<file path="src/rtl/mem_rr_arbiter.sv">
// Round-robin arbiter sharing one single-port synchronous memory between NUM_REQ requesters.
// One transaction at a time: latch winner, pulse mem_valid, wait for mem_ready (or time out), respond.
module mem_rr_arbiter #(
    parameter int WIDTH      = 8,
    parameter int DEPTH      = 32,
    parameter int ADDR_WIDTH = $clog2(DEPTH),
    parameter int NUM_REQ    = 4,
    parameter int GNT_W      = $clog2(NUM_REQ),
    parameter int TIMEOUT    = 15
) (
    input  logic                          clk,
    input  logic                          res,
    input  logic [NUM_REQ-1:0]            req_valid,
    input  logic [NUM_REQ-1:0]            req_wr_rd,
    input  logic [NUM_REQ*ADDR_WIDTH-1:0] req_addr,
    input  logic [NUM_REQ*WIDTH-1:0]      req_wdata,
    output logic [NUM_REQ-1:0]            resp_ready,
    output logic [WIDTH-1:0]              resp_rdata,
    output logic                          resp_err,
    output logic [GNT_W-1:0]              grant_id,
    output logic                          busy,
    output logic                          mem_valid,
    output logic                          mem_wr_rd,
    output logic [ADDR_WIDTH-1:0]         mem_addr,
    output logic [WIDTH-1:0]              mem_wdata,
    input  logic                          mem_ready,
    input  logic [WIDTH-1:0]              mem_rdata
);

    localparam int CNT_W = $clog2(TIMEOUT + 1);

    typedef enum logic [1:0] {IDLE, ISSUE, WAIT, RESP} state_t;

    state_t                  state;
    logic [GNT_W-1:0]        ptr;
    logic [CNT_W-1:0]        cnt;
    logic [GNT_W-1:0]        winner;
    logic                    found;
    int                      scan_idx;
    logic [ADDR_WIDTH-1:0]   addr_arr  [NUM_REQ];
    logic [WIDTH-1:0]        wdata_arr [NUM_REQ];

    always_comb begin
        for (int i = 0; i < NUM_REQ; i++) begin
            addr_arr[i]  = req_addr[i*ADDR_WIDTH +: ADDR_WIDTH];
            wdata_arr[i] = req_wdata[i*WIDTH +: WIDTH];
        end
    end

    // First requester at or after ptr, wrapping, wins.
    always_comb begin
        winner   = '0;
        found    = 1'b0;
        scan_idx = 0;
        for (int k = 0; k < NUM_REQ; k++) begin
            scan_idx = (int'(ptr) + k) % NUM_REQ;
            if (!found && req_valid[GNT_W'(scan_idx)]) begin
                winner = GNT_W'(scan_idx);
                found  = 1'b1;
            end
        end
    end

    always_ff @(posedge clk or negedge res) begin
        if (!res) begin
            state      <= IDLE;
            ptr        <= '0;
            cnt        <= '0;
            grant_id   <= '0;
            busy       <= 1'b0;
            mem_valid  <= 1'b0;
            mem_wr_rd  <= 1'b0;
            mem_addr   <= '0;
            mem_wdata  <= '0;
            resp_ready <= '0;
            resp_rdata <= '0;
            resp_err   <= 1'b0;
        end else begin
            case (state)
                IDLE: begin
                    if (found) begin
                        grant_id  <= winner;
                        mem_wr_rd <= req_wr_rd[winner];
                        mem_addr  <= addr_arr[winner];
                        mem_wdata <= wdata_arr[winner];
                        mem_valid <= 1'b1;
                        busy      <= 1'b1;
                        state     <= ISSUE;
                    end
                end
                ISSUE: begin
                    mem_valid <= 1'b0;
                    cnt       <= '0;
                    state     <= WAIT;
                end
                WAIT: begin
                    if (mem_ready) begin
                        resp_rdata           <= mem_wr_rd ? '0 : mem_rdata;
                        resp_err             <= 1'b0;
                        resp_ready[grant_id] <= 1'b1;
                        state                <= RESP;
                    end else begin
                        cnt <= cnt + CNT_W'(1);
                        // Last allowed silent WAIT cycle: give up with an error response.
                        if (cnt == CNT_W'(TIMEOUT - 1)) begin
                            resp_rdata           <= '0;
                            resp_err             <= 1'b1;
                            resp_ready[grant_id] <= 1'b1;
                            state                <= RESP;
                        end
                    end
                end
                RESP: begin
                    resp_ready <= '0;
                    resp_rdata <= '0;
                    resp_err   <= 1'b0;
                    ptr        <= (grant_id == GNT_W'(NUM_REQ - 1)) ? '0 : grant_id + 1'b1;
                    busy       <= 1'b0;
                    state      <= IDLE;
                end
                default: begin
                    state <= IDLE;
                end
            endcase
        end
    end

endmodule

</file>
<file path="config.mk">
export PLATFORM = sky130hd
export DESIGN_NAME = mem_rr_arbiter
export DESIGN_NICKNAME = d
export VERILOG_FILES = /design/src/rtl/mem_rr_arbiter.sv
export SDC_FILE = /design/constraint.sdc
export NUM_CORES = 1
export LEC_CHECK = 0
export ABC_AREA = 1
export BUFFER_PORTS_ARGS = -buffer_cell sky130_fd_sc_hd__clkbuf_2
export CORE_MARGIN = 5
export CORE_UTILIZATION = 35
export CTS_BUF_LIST = sky130_fd_sc_hd__clkbuf_8
export DETAILED_ROUTE_END_ITERATION = 7
export GPL_ROUTABILITY_DRIVEN = 0
export PLACE_DENSITY = 0.58
export SLEW_MARGIN = 20
export SYNTH_ARGS = -nofsm -noshare
export SYNTH_HDL_FRONTEND = slang
export SYNTH_SLANG_ARGS = --single-unit
export TNS_END_PERCENT = 30
</file>
<file path="constraint.sdc">
create_clock -name clk -period 2.86 [get_ports clk]
set_clock_uncertainty 0.2 [all_clocks]
set_input_delay 0.143 -clock clk [delete_from_list [all_inputs] [get_ports clk]]
set_output_delay 0.143 -clock clk [all_outputs]
set_load 0.02 [all_outputs]
</file>
## After elaboration in Yosys (flattened, before gate mapping)

Cells that the tools add are included.

- Order comparisons: 8
- Div/mod/pow operators: 0
- Bitwise logic cells: 2
- Multiplexer cells: 50
- Reduce and logical (&&, ||, !) cells: 18
- $add $sub $neg: 5
- Eq/ne operators: 8
- Multiply operators: 0
- Shifts and indexed selects: 0

Operators by type and width:

| kind | count |
|---|---|
| $mux W8 | 5 |
| $mux W1 | 17 |
| $bmux W8 S2 | 1 |
| $lt A2 B4 Y1 const B | 4 |
| $mux W2 | 8 |
| $pmux W4 S2 | 2 |
| $pmux W8 S2 | 1 |
| $mux W4 | 3 |
| $reduce_and A2 Y1 | 6 |
| $bmux W1 S2 | 5 |
| $bmux W5 S2 | 1 |
| $mux W5 | 2 |
| $pmux W2 S4 | 1 |
| $reduce_bool A2 Y1 | 4 |
| $eq A2 B2 Y1 const B | 3 |
| $lt A2 B3 Y1 const B | 2 |
| $pmux W1 S2 | 3 |
| $add A2 B1 Y2 const B | 2 |
| $add A2 B2 Y2 const B | 2 |
| $add A4 B1 Y4 const B | 1 |
| $eq A4 B4 Y1 const B | 1 |
| $logic_and A1 B1 Y1 | 4 |
| $ne A2 B2 Y1 const B | 2 |
| $or A4 B4 Y4 | 1 |
| 8 further kinds | 10 |

- Bits in latches: 0
- Register bits after elaboration: 39
- Memories kept: 0
- Output and inout bits: 31
- Bits in writable memories: 0
- Bits of input ports: 71
- ROM bits: 0

## Logic depth before layout (Yosys ltp)

- Depth after elaboration: 17
- Gate-level depth with buffers: 16
- Depth with buffers taken out: 14

## Worst setup path before layout

No wires, ideal clock.

- Path kind: register to register
- From: register state[0]
- To: register resp_rdata[6]
- Library setup time: 137 ps
- Stages on the path, launching flop included: 11
- Path slack: 851 ps
- Period minus slack after synthesis: 2009 ps
- Data arrival time: 1673 ps
- Path buffers: 1
- Path through: dfrtp_1 inv_1 ha_1 inv_1 nor2_1 nand2_1 nand2_1 nand2_1 clkbuf_1 nor2_1 a21oi_1

- Cells in the longest elaborated chain, start to end: 3

RTL lines:

| what | RTL line | text |
|---|---|---|
| from (decl) | 34 | `state_t state;` |
| from (signal assigned) | 66 | `state <= IDLE;` |
| from (signal assigned) | 88 | `state <= ISSUE;` |
| from (signal assigned) | 94 | `state <= WAIT;` |
| $eq A2 B2 Y1 | 79 | `case (state)` |
| $ne A3 B3 Y1 (no line) / $reduce_bool A2 Y1 (equally long branches) | - |  |
| $reduce_and A2 Y1 (no line) | - |  |
| to (signal assigned) | 98 | `resp_rdata <= mem_wr_rd ? '0 : mem_rdata;` |
| to (decl) | 18 | `output logic [WIDTH-1:0] resp_rdata,` |

Parallel ways exist; a longest one is shown, timed or not.
A chain may end at the register's enable or synchronous reset.

## Worst setup path in the final report

- From: register ptr[0]
- To: register mem_wdata[2]

- Cells in the longest elaborated chain, start to end: 17

RTL lines:

| what | RTL line | text |
|---|---|---|
| from (decl) | 35 | `logic [GNT_W-1:0] ptr;` |
| from (signal assigned) | 117 | `ptr <= (grant_id == GNT_W'(NUM_REQ - 1)) ? '0 : grant_id + 1'b1;` |
| parallel branches: the longest is 17 deep, another holds $add A2 B1 Y2 | - |  |
| to (signal assigned) | 85 | `mem_wdata <= wdata_arr[winner];` |
| to (decl) | 25 | `output logic [WIDTH-1:0] mem_wdata,` |

Parallel ways; which one is timed is not known. The select of a mux whose other input is x is not followed.

==> metrics.md <==
| Metric | Value |
|---|---|
| Sequential area share after synthesis | 0.369 |
| Critical Path End Type | register |
| Outcome | finished clean |
| Tcrit/Tclk final | 0.865 |
| DR WL/cell | 12.2 um |
| Post-synth EDFFs | 0 |
| Post-synth top area cell | dfrtp_1 |
| Worst skew pair latency | 290 ps |
| Clock group share of total power | 0.090 |
| Resized Gates After CTS | 0 |
| FF-to-FF setup slack | 390 ps |
| CP startpoint kind | register |
| TritonRoute pass-1 iters | 4 |
| Slew @ Worst Pin | ~880 ps |
| M3 GR Usage | 0.0410 |
| Largest net degree at the start of global routing | 46 |
| Largest cells by area after synthesis | dfrtp_1 37%, nand2_1 19%, inv_1 9.2% |
| Crit path kind | register to register |
| Crit Path Max Fanout | 45 |
| Pins Over Slew Limit | 0 |
| Share of layout cells above drive strength 1 | 0.247 |
| Worst-path clk slew | 80 ps |
| Yosys warns | 0 |
| GRT Max-Usage Layer | met2 |
| Vias in the first global route | 2825 |
| # diodes | 0 |
| Worst VDD drop | 0.490 mV |
| Core area | 7290 um^2 |
| Post-synth top cells | 135 x nand2_1, 65 x inv_1, 41 x nand3_1 |
| Placed inst area | 3210 um^2 |
| Total CTS buffers | 5 |
| Root buf cell | clkbuf_8 |
| Sequential Power Share | 0.250 |
| Die area | 9400 um^2 |
| Layout area overhead | 39.3% |
| Crit Reg-Reg Startpoint | ptr[0]$_DFFE_PN0P_ |
| Count leader, synth | nand2_1 |
| Initial drt markers | 94 |
| Postcts setup bufs | 0 |
| CTS Buffer Depth | 2 |
| Reg2Reg Capture Point | mem_wdata[2]$_DFFE_PN0P_ |
| Antenna Nets Post-Route | 0 |
| Synth top area share | 0.369 |
| Final critical-path required period | between 2000 and 2500 ps |
| Mapped Avg Cell Area | 6.93 um^2 |
| Power per cell area | 1100 nW/um^2 |
| # DRC | 0 |
| Starting density of the core | 0.363 |
| Post-synthesis async set-or-reset flop share | 1.00 |
| FF-to-FF path depth | 12 |
| Logic pwr share | 0.661 |
| Worst setup path startpoint | ptr[0]$_DFFE_PN0P_ |
| P_sw | 0.00218 W |
| Switching share of power | 0.538 |
| CTS tree | done |
| P_int | roughly 0.0019 W |
| Chip width | 97.0 um |
| Data required time of the worst path | a little under 3000 ps |
| IO Pins | 102 |
| Setup TNS | 0 ps |
| Syn Inst Count | 382 |
| Final setup fails | 0 |
| Clock sink count | 39 |
| IO buf count | 101 |
| GRT met2 Usage | 0.275 |
| Post-Syn Area | 2650 um^2 |
| Total number of vias | 2838 |
| Normalized max-slew margin | 0.412 |
| Crit path to | mem_wdata[2]$_DFFE_PN0P_ |
| Site row count | 31 |
| Max frequency | 0.404 GHz |
| Fin. Hold Viols | 0 |
| Initial antenna violation count | 0 |
| Cell variety after synth | 28 |
| P_leak | roughly 2.1 nW |
| Fin area | approximately 3700 um^2 |
| H-tree Lvls | 2 |
| Die Y | 97.0 um |
| Worst Path Arrival | 2510 ps |
| Post-DP HPWL | 5.47 mm |
| Synth Flop Type | dfrtp_1 |
| Worst hold path class | input port to register |
| Total global routing overflow | 0 |
| GR Layer Usage met1 | 0.210 |
| Maxcap violations | 0 |
| Worst Setup Slack, final | approximately 390 ps |
| RSZ-0062 raised after global routing | no |
| Setup WS pre-CTS | 388 ps |
| Fin nets | 603 |
| First-pass GRT wire length | roughly 13 mm |
| GRT Total Usage | 0.164 |
| Yosys reg bits | 39 |
| WL final | 7.60 mm |
| Vias per cell | approximately 4.6 |
| Post-synth net total | between 400 and 500 |
[metal layers]
metal | vias up | share of wire
li1 | 1471 | -
met1 | 1244 | 0.45
met2 | 107 | 0.46
met3 | 16 | 0.063
met4 | 0 | 0.023
met5 | - | 0
[cells by family (layout without fill, tap and decap cells)]
logic type               count (synthesis)  in the layout  share of synthesized area
AO/OA/AOI/OAI                           37             37                     0.0723
XOR/XNOR                                 1              1                    0.00331
adder cells (fa/ha/maj)                 11             11                     0.0520
buffers and inverters                   81            221                      0.135
flip-flops                              39             39                      0.369
multiplexers                             1              1                    0.00425
AND/OR/NAND/NOR                        212            212                      0.364
[power groups by stage]
stage	combinational, W	sequential (W)	clock, W
after detailed placement	0.00266	0.00102	0
after global placement	0.00262	0.00102	0
after floorplan	0.00190	0.00121	0
final	0.00268	0.00101	0.000363
after global routing	0.00304	0.00105	0.000402
after CTS	0.00271	0.00102	0.000374
[registers in the layout, summed over array words and instances, names as in the netlist]
name	count
mem_wr_rd	1
state	2
busy	1
resp_ready	4
cnt	4
resp_rdata	8
ptr	2
mem_valid	1
mem_wdata	8
resp_err	1
grant_id	2
mem_addr	5
[timing repair]
item | 4_1_cts | 5_1_grt
hold buffers | 39 | 0
setup endpoints to repair | 0 | 0
endpoints found under the hold margin | 56 | 0
[how the worst min path moves through the flow]
stage / startpoint / cells after the start / slack [ps] / to
6_report: req_addr[14] / 5 / 10 / mem_addr[4]$_DFFE_PN0P_
5_1_grt: req_wdata[10] / 5 / 40 / mem_wdata[2]$_DFFE_PN0P_
4_1_cts: req_addr[14] / 5 / 6 / mem_addr[4]$_DFFE_PN0P_
3_5_place_dp: res / 1 / 170 / cnt[0]$_DFFE_PN0P_
3_3_place_gp: res / 1 / 160 / cnt[0]$_DFFE_PN0P_
2_1_floorplan: res / 0 / -350 / busy$_DFFE_PN0P_
[critical path: stages, from the launching register on]
cell,delay [ps]
dfrtp_1,600
inv_6,90
nand2_1,70
nand2_1,100
nand2_1,80
nand2_1,50
nand2_1,80
nand2_1,70
nand2_2,200
nand3_4,390
o21ai_0,320
nand2_1,80
nand3_1,70
[stage by stage]
stage,utilization,total power (W),std cells,hold WS [ps]
2_1_floorplan,-,0.00311,382,-353
6_report,0.506,0.00406,621,10.1
3_5_place_dp,0.441,0.00368,574,166
4_1_cts,0.506,0.00410,621,6.49
3_3_place_gp,0.441,0.00365,574,156
5_1_grt,0.506,0.00450,621,39.3
[cell usage in the layout (no fill, tap or decap), types with 7 or more instances in the layout]
| master | count |
|---|---|
| clkbuf_2 | 100 |
| inv_1 | 66 |
| dlygate4sd3_1 | 39 |
| nand3_1 | 41 |
| a21oi_1 | 9 |
| dfrtp_1 | 39 |
| nand2_1 | 135 |
| nor2_1 | 7 |
| o21ai_0 | 16 |
| o21ai_1 | 8 |
| ha_1 | 11 |
| nand4_1 | 14 |
[final cells by class]
cell class                 count  area (um^2)
inverter                      69          264
fill                         771         3600
timing repair buffer         144          926
clock inverter                 3         16.3
clock buffer                   5         68.8
multi-input combinational    262         1310
sequential                    39          976
tap                           99          124
Power figures use the tool's default switching activity.
